$ cat src/rtl/spi_master_core.sv
// SPI mode-0 master engine: one word of up to DATA_W bits per transaction, full duplex,
// programmable SCLK half-period. Optional LSB-first ordering under `SPI_LSB_FIRST_EN.
module spi_master_core #(
  parameter int DATA_W = 32,
  parameter int DIV_W  = 16,
  localparam int LEN_W = $clog2(DATA_W + 1)
) (
  input  logic              S_AXI_ACLK,
  input  logic              S_AXI_ARESETN,
  input  logic              start,
  input  logic [LEN_W-1:0]  data_len,
  input  logic [DATA_W-1:0] wr_data,
  input  logic [DIV_W-1:0]  clk_div,
`ifdef SPI_LSB_FIRST_EN
  input  logic              lsb_first,
`endif
  output logic              busy,
  output logic              done,
  output logic [DATA_W-1:0] rd_data,
  output logic              spi_cs_n,
  output logic              spi_sclk,
  output logic              spi_mosi,
  input  logic              spi_miso,
  output logic [1:0]        dbg_state
);

  typedef enum logic [1:0] {
    S_IDLE  = 2'd0,
    S_LOW   = 2'd1,
    S_HIGH  = 2'd2,
    S_TRAIL = 2'd3
  } state_t;

  state_t            state_q, state_d;
  logic [DIV_W-1:0]  phase_q, phase_d;
  logic [DIV_W-1:0]  div_q, div_d;
  logic [LEN_W-1:0]  bits_left_q, bits_left_d;
  logic [DATA_W-1:0] tx_q, tx_d;
  logic [DATA_W-1:0] rx_q, rx_d;
  logic [DATA_W-1:0] rd_q, rd_d;
  logic              busy_q, busy_d;
  logic              done_q, done_d;
  logic              cs_n_q, cs_n_d;
  logic              sclk_q, sclk_d;
  logic              mosi_q, mosi_d;
`ifdef SPI_LSB_FIRST_EN
  logic              lsb_q, lsb_d;
  logic [LEN_W-1:0]  len_q, len_d;
`endif

  logic [LEN_W-1:0]  len_clamp;
  logic [LEN_W-1:0]  start_shift;
  logic [DATA_W-1:0] tx_msb_init;
  logic              phase_zero;

  // MSB-first TX is left-aligned at start so the first bit always sits in the top position.
  always_comb begin
    len_clamp   = (data_len > LEN_W'(DATA_W)) ? LEN_W'(DATA_W) : data_len;
    start_shift = LEN_W'(DATA_W) - len_clamp;
    tx_msb_init = wr_data << start_shift;
    phase_zero  = (phase_q == '0);
  end

  always_comb begin
    state_d     = state_q;
    phase_d     = phase_q;
    div_d       = div_q;
    bits_left_d = bits_left_q;
    tx_d        = tx_q;
    rx_d        = rx_q;
    rd_d        = rd_q;
    busy_d      = busy_q;
    done_d      = done_q;
    cs_n_d      = cs_n_q;
    sclk_d      = sclk_q;
    mosi_d      = mosi_q;
`ifdef SPI_LSB_FIRST_EN
    lsb_d       = lsb_q;
    len_d       = len_q;
`endif
    case (state_q)
      S_IDLE: begin
        if (start) begin
          if (len_clamp != '0) begin
            div_d       = clk_div;
            phase_d     = clk_div;
            bits_left_d = len_clamp;
            rx_d        = '0;
            busy_d      = 1'b1;
            done_d      = 1'b0;
            cs_n_d      = 1'b0;
            state_d     = S_LOW;
`ifdef SPI_LSB_FIRST_EN
            lsb_d       = lsb_first;
            len_d       = len_clamp;
            if (lsb_first) begin
              tx_d   = wr_data;
              mosi_d = wr_data[0];
            end else begin
              tx_d   = tx_msb_init;
              mosi_d = tx_msb_init[DATA_W-1];
            end
`else
            tx_d        = tx_msb_init;
            mosi_d      = tx_msb_init[DATA_W-1];
`endif
          end else begin
            // Zero-length request completes immediately without touching the bus.
            done_d = 1'b1;
            rd_d   = '0;
          end
        end
      end
      S_LOW: begin
        if (phase_zero) begin
          phase_d = div_q;
          sclk_d  = 1'b1;
          state_d = S_HIGH;
`ifdef SPI_LSB_FIRST_EN
          rx_d    = lsb_q ? {spi_miso, rx_q[DATA_W-1:1]} : {rx_q[DATA_W-2:0], spi_miso};
`else
          rx_d    = {rx_q[DATA_W-2:0], spi_miso};
`endif
        end else begin
          phase_d = phase_q - DIV_W'(1);
        end
      end
      S_HIGH: begin
        if (phase_zero) begin
          phase_d     = div_q;
          sclk_d      = 1'b0;
          bits_left_d = bits_left_q - LEN_W'(1);
          if (bits_left_q > LEN_W'(1)) begin
            state_d = S_LOW;
`ifdef SPI_LSB_FIRST_EN
            if (lsb_q) begin
              tx_d   = tx_q >> 1;
              mosi_d = tx_q[1];
            end else begin
              tx_d   = tx_q << 1;
              mosi_d = tx_q[DATA_W-2];
            end
`else
            tx_d    = tx_q << 1;
            mosi_d  = tx_q[DATA_W-2];
`endif
          end else begin
            state_d = S_TRAIL;
          end
        end else begin
          phase_d = phase_q - DIV_W'(1);
        end
      end
      S_TRAIL: begin
        if (phase_zero) begin
          cs_n_d  = 1'b1;
          mosi_d  = 1'b0;
          busy_d  = 1'b0;
          done_d  = 1'b1;
          state_d = S_IDLE;
`ifdef SPI_LSB_FIRST_EN
          // LSB-first RX fills from the top; realign so bit k lands in rd_data[k].
          rd_d    = lsb_q ? (rx_q >> (LEN_W'(DATA_W) - len_q)) : rx_q;
`else
          rd_d    = rx_q;
`endif
        end else begin
          phase_d = phase_q - DIV_W'(1);
        end
      end
      default: state_d = S_IDLE;
    endcase
  end

  always_ff @(posedge S_AXI_ACLK or negedge S_AXI_ARESETN) begin
    if (!S_AXI_ARESETN) begin
      state_q     <= S_IDLE;
      phase_q     <= '0;
      div_q       <= '0;
      bits_left_q <= '0;
      tx_q        <= '0;
      rx_q        <= '0;
      rd_q        <= '0;
      busy_q      <= 1'b0;
      done_q      <= 1'b0;
      cs_n_q      <= 1'b1;
      sclk_q      <= 1'b0;
      mosi_q      <= 1'b0;
`ifdef SPI_LSB_FIRST_EN
      lsb_q       <= 1'b0;
      len_q       <= '0;
`endif
    end else begin
      state_q     <= state_d;
      phase_q     <= phase_d;
      div_q       <= div_d;
      bits_left_q <= bits_left_d;
      tx_q        <= tx_d;
      rx_q        <= rx_d;
      rd_q        <= rd_d;
      busy_q      <= busy_d;
      done_q      <= done_d;
      cs_n_q      <= cs_n_d;
      sclk_q      <= sclk_d;
      mosi_q      <= mosi_d;
`ifdef SPI_LSB_FIRST_EN
      lsb_q       <= lsb_d;
      len_q       <= len_d;
`endif
    end
  end

  assign busy      = busy_q;
  assign done      = done_q;
  assign rd_data   = rd_q;
  assign spi_cs_n  = cs_n_q;
  assign spi_sclk  = sclk_q;
  assign spi_mosi  = mosi_q;
  assign dbg_state = state_q;

endmodule

$ cat config.mk
export PLATFORM = sky130hd
export DESIGN_NAME = spi_master_core
export DESIGN_NICKNAME = d
export VERILOG_FILES = /design/src/rtl/spi_master_core.sv
export SDC_FILE = /design/constraint.sdc
export NUM_CORES = 1
export LEC_CHECK = 0
export ABC_CLOCK_PERIOD_IN_PS = 5600
export CAP_MARGIN = 25
export CORE_MARGIN = 5
export CORE_UTILIZATION = 62
export CTS_CLUSTER_SIZE = 20
export DETAILED_ROUTE_END_ITERATION = 7
export GPL_TIMING_DRIVEN = 0
export PLACE_DENSITY = 0.87
export SLEW_MARGIN = 20
export SYNTH_ARGS = -nofsm -noshare
export SYNTH_HDL_FRONTEND = slang
export SYNTH_SLANG_ARGS = --single-unit
$ cat constraint.sdc
create_clock -name S_AXI_ACLK -period 5.6 [get_ports S_AXI_ACLK]
set_input_delay 0.84 -clock S_AXI_ACLK [delete_from_list [all_inputs] [get_ports S_AXI_ACLK]]
set_output_delay 0.84 -clock S_AXI_ACLK [all_outputs]
set_load 0.02 [all_outputs]
# == Word level (Yosys, flattened, before mapping) ==
# Cells that the tools add are included.
# word_totals
input_bits,58
reg_bits,140
out_inout_bits,39
word_cells,96
# op_classes
reduce_logical,20
n_lt_le_gt_ge,2
shift,1
n_mux,47
addsub,3
n_eq_ne,11
# ops
op,n
two-way mux 32 bit,6
case mux 32 bit (2 select lines),2
two-way mux 31 bit,4
two-way mux 16 bit,4
case mux 31 bit (2 select lines),1
case mux 16 bit (3 select lines),1
<< shifter 32 x 6 -> 32 bit,1
two-way mux 6 bit,4
logical NOT 16 bit,1
"inequality test 2 bit, second input constant",8
AND reduction 4 bit,4
"subtractor 16 x 1 -> 16 bit, second input constant",1
two-way mux 1 bit,12
two-way mux 2 bit,6
case mux 6 bit (2 select lines),1
AND reduction 3 bit,4
AND reduction 5 bit,2
case mux 1 bit (2 select lines),4
case mux 2 bit (4 select lines),1
nonzero test 2 bit,4
"greater-than comparator 6 x 1 -> 1 bit, second input constant",1
"greater-than comparator 6 bit, second input constant",1
AND reduction 6 bit,1
nonzero test 6 bit,1
8 further kinds,9

# == Longest topological paths before layout ==
# depth
word_depth,7
ltp_mapped,16
mapped_depth_nobuf,9

# == Worst setup path after synthesis ==
# No wires, ideal clock.
# synth_timing
path_kind,in2reg
from,in data_len[5]
to,reg tx_q[27]
path_buffers,6
arrival_time_ps,3596
setup_time_ps,126
path_stages,15
setup_slack_ps,1878
required_ps,5474
cell_sequence,buf_6 nor2b_1 buf_2 inv_2 buf_2 buf_2 ha_1 buf_2 buf_6 mux2i_1 inv_1 mux4_2 a22oi_1 nand2_1 o32a_1
# synth_via
elab_chain_cells,7
elab_cells_between_ends,10
cone_classes,add/sub: 1; order compare: 1; eq/ne: 1; shift: 1; mux: 4; reduce/logical: 2
# synth_rtl
element,line_no,rtl
start: declaration,11,"input logic [LEN_W-1:0] data_len,"
greater-than comparator 6 bit,58,len_clamp = (data_len > LEN_W'(DATA_W)) ? LEN_W'(DATA_W) : data_len;
two-way mux 6 bit *,58,
subtractor 6 bit,59,start_shift = LEN_W'(DATA_W) - len_clamp;
<< shifter 32 x 6 -> 32 bit,60,tx_msb_init = wr_data << start_shift;
two-way mux 31 bit,84,if (len_clamp != '0) begin
two-way mux 31 bit,83,if (start) begin
case mux 31 bit (2 select lines),81,case (state_q)
end signal: assignment,198,tx_q <= tx_d;
end: declaration,38,"logic [DATA_W-1:0] tx_q, tx_d;"
# Mark *: on every way between the ends. The rest lies on a longest branch, timed or not. The select of a mux whose other input is x is not followed.
# A chain may end at the register's enable or synchronous reset.

# == Worst setup path in the final report ==
# layout_timing
from,in data_len[0]
to,reg tx_q[27]
# The elaborated chain is that of the path after synthesis.

==> run metrics <==
CP bufs+invs=5; maxcap violations=0; ys flop type=dfrtp_1; Critical Path RT=5.97 ns; Pwr Density=472.4 nW/um^2; Leakage=4.552 nW; Mean Syn Cell Area=9.442 um^2; sequential share of the synthesized area=0.4026; RSZ-0062 raised after global routing=no; Hold Worst Slack=0.3448 ns; kind of critical path=in2reg; Post-Syn Instances=922; post_cts resized=0; status=finished clean; Util after Layout=0.7600; Post-synth top cells=148 x nand2_1, 139 x dfrtp_1, 56 x nor2_1; full die area=16510 um^2; TritonCTS clock tree=yes; WL final=25930 um; slew margin rel.=0.2869; I/O Pins=97; routed vias=8308; Placed Cells=1198; Setup crit end kind=register; Remaining DRCs=0; final worst setup slack=1.151 ns; Starting Density=0.6296; vias in the first global route=7924; core footprint=13830 um^2; CTS Buf Count=17; layout cells sized above 1=0.1390; post-DP HPWL=18820 um; cell mode on critical path=buf_2; Seq cells post-synth=140; Yosys cell types=78; Critical Path Max Stage Delay=0.61 ns; Async S/R FF share, synth=1.000; initial antenna violation count=0; DR iter-0 viols=971; # hold bufs at CTS=0; CP arrival=4.82 ns; area growth from synthesis to layout=20.71%; Detail Route Antenna Nets=0; Post-synth EDFFs=0; gr usage total=0.3209; Die Span X=128.5 um; Pre-antenna DRT Iters=5; CTS H-Tree Depth=4; clk_skew=0.01018 ns; Tightest Pin Transition=1.055 ns; fmax=224.8 MHz; FILL cells=960; CP delay by family, top=buffers and inverters; PortBufs=95; Routability Congestion=0.9923; CP cell instances=clkdlybuf4s50_1, nor2b_1, buf_2, inv_2, buf_2, buf_2, ha_1, or4b_1, o211ai_2, nand2_2, a2111oi_0, a221o_1, o32a_1; clock sink count=140; top-count cell post-synth=nand2_1; Crit Path Max Fanout=10; global-route wire length before repair=41940 um; Worst-path clk slew=0.06 ns; Final Cycle Share=0.7944; critical path startpoint category=input pin; Slew Viols, Final=0; routed len/inst=21.08 um; Root Buffer=clkbuf_16; DR vias/cell=6.754; Setup-failing EPs final=0; pre-CTS setup slack=0.8424 ns; row count=43; Clock Tree Buf Depth=2; clock latency at the later pin of the worst-skew pair=0.43 ns; CP max-delay cell=a2111oi_0; Syn Std Cell Area=8706 um^2; Die Span Y=128.5 um; Mapped Nets=989; GRT overflow=0; fin cells=1230; post-synth top area share=0.3995; Synthesis Warnings=0; Layout Nets=1104; ANT cells=0; VDD IR max=0.0002878 V; final hold viol count=0; largest area contributor in the netlist=dfrtp_1; Post-CTS Setup Bufs=0; min Tclk post-route=4.449 ns; Area contributors post-synth=dfrtp_1 40%, nand2_1 6.4%, mux2i_1 4.4%, mux4_2 4.1%, a22o_1 3.5%; pin count of the biggest net entering global routing=73; min-delay worst type=in2async
## registers in the layout, summed over array words and instances, names as in the netlist, 2 cells and up
register,count
rd_data,32
rx_q,32
tx_q,31
div_q,16
phase_q,16
bits_left_q,6
dbg_state,2
## metal layers
layer	up-vias	global-route usage	wire length, um
met2	578	0.5100	12050
met5	-	0	0
met4	0	0.1223	916
met3	99	0.06102	2579
li1	3650	-	-
met1	3981	0.4410	10390
## through the flow
stage,total power [mW],area [um^2],TNS (ns)
2_1_floorplan,3.071,8706,0
3_3_place_gp,3.654,9882,-248.06
3_5_place_dp,3.740,9921,0
4_1_cts,4.883,10510,0
5_1_grt,5.232,10510,0
6_report,4.965,10510,0
## path summary, 6_finish.rpt
kind                            depth (start not counted)              to           from  slack [ns]
worst min-delay path                                    1  bits_left_q[3]  S_AXI_ARESETN        0.34
worst max register to register                          8      phase_q[4]     phase_q[0]        2.42
min in group S_AXI_ACLK                                 2     rd_data[18]    rd_data[18]        0.46
worst min register to register                          2     rd_data[18]    rd_data[18]        0.46
worst max-delay path                                   13        tx_q[27]    data_len[0]        1.15
max in group asynchronous                               2        spi_cs_n  S_AXI_ARESETN        4.49
## layout make-up
type                       instances  area, um^2  area share
multi-input combinational        688        4745      0.4515
sequential                       140        3505      0.3335
timing repair buffer              96       983.4     0.09358
clock buffer                      18       439.2     0.04179
clock inverter                    14       148.9     0.01417
buffer                            69       369.1     0.03512
inverter                          25       93.84    0.008930
tap                              180       225.2     0.02143
## placed cells by master (no fill, tap or decap), types with 12 or more instances in the layout
| master | n |
|---|---|
| nand2_1 | 148 |
| dfrtp_1 | 139 |
| clkdlybuf4s50_1 | 94 |
| nor2_1 | 56 |
| nand3_1 | 54 |
| a21oi_1 | 49 |
| o21ai_0 | 47 |
| mux2i_1 | 38 |
| a22o_1 | 35 |
| buf_2 | 31 |
| mux2_2 | 26 |
| inv_1 | 23 |
| clkbuf_1 | 21 |
| nor3_1 | 21 |
| a221oi_1 | 17 |
| o211ai_1 | 17 |
| clkbuf_16 | 17 |
| mux4_2 | 16 |
| a31oi_1 | 12 |
## kinds of logic (layout without fill, tap and decap cells)
kind of cell             count (synthesis)  count (layout)  synth area share
AND/OR/NAND/NOR                        340             340            0.1815
AO/OA/AOI/OAI                          240             240            0.1942
flip-flops                             140             140            0.4026
buffers and inverters                   94             222           0.05318
multiplexers                            88              88            0.1416
XOR/XNOR                                11              11           0.01409
adder cells (fa/ha/maj)                  9               9           0.01293
## power by group
part,switching [mW],internal [mW]
clock,0.503,0.641
sequential,0.218,1.29
combinational,1.45,0.870
Power figures use the tool's default switching activity.
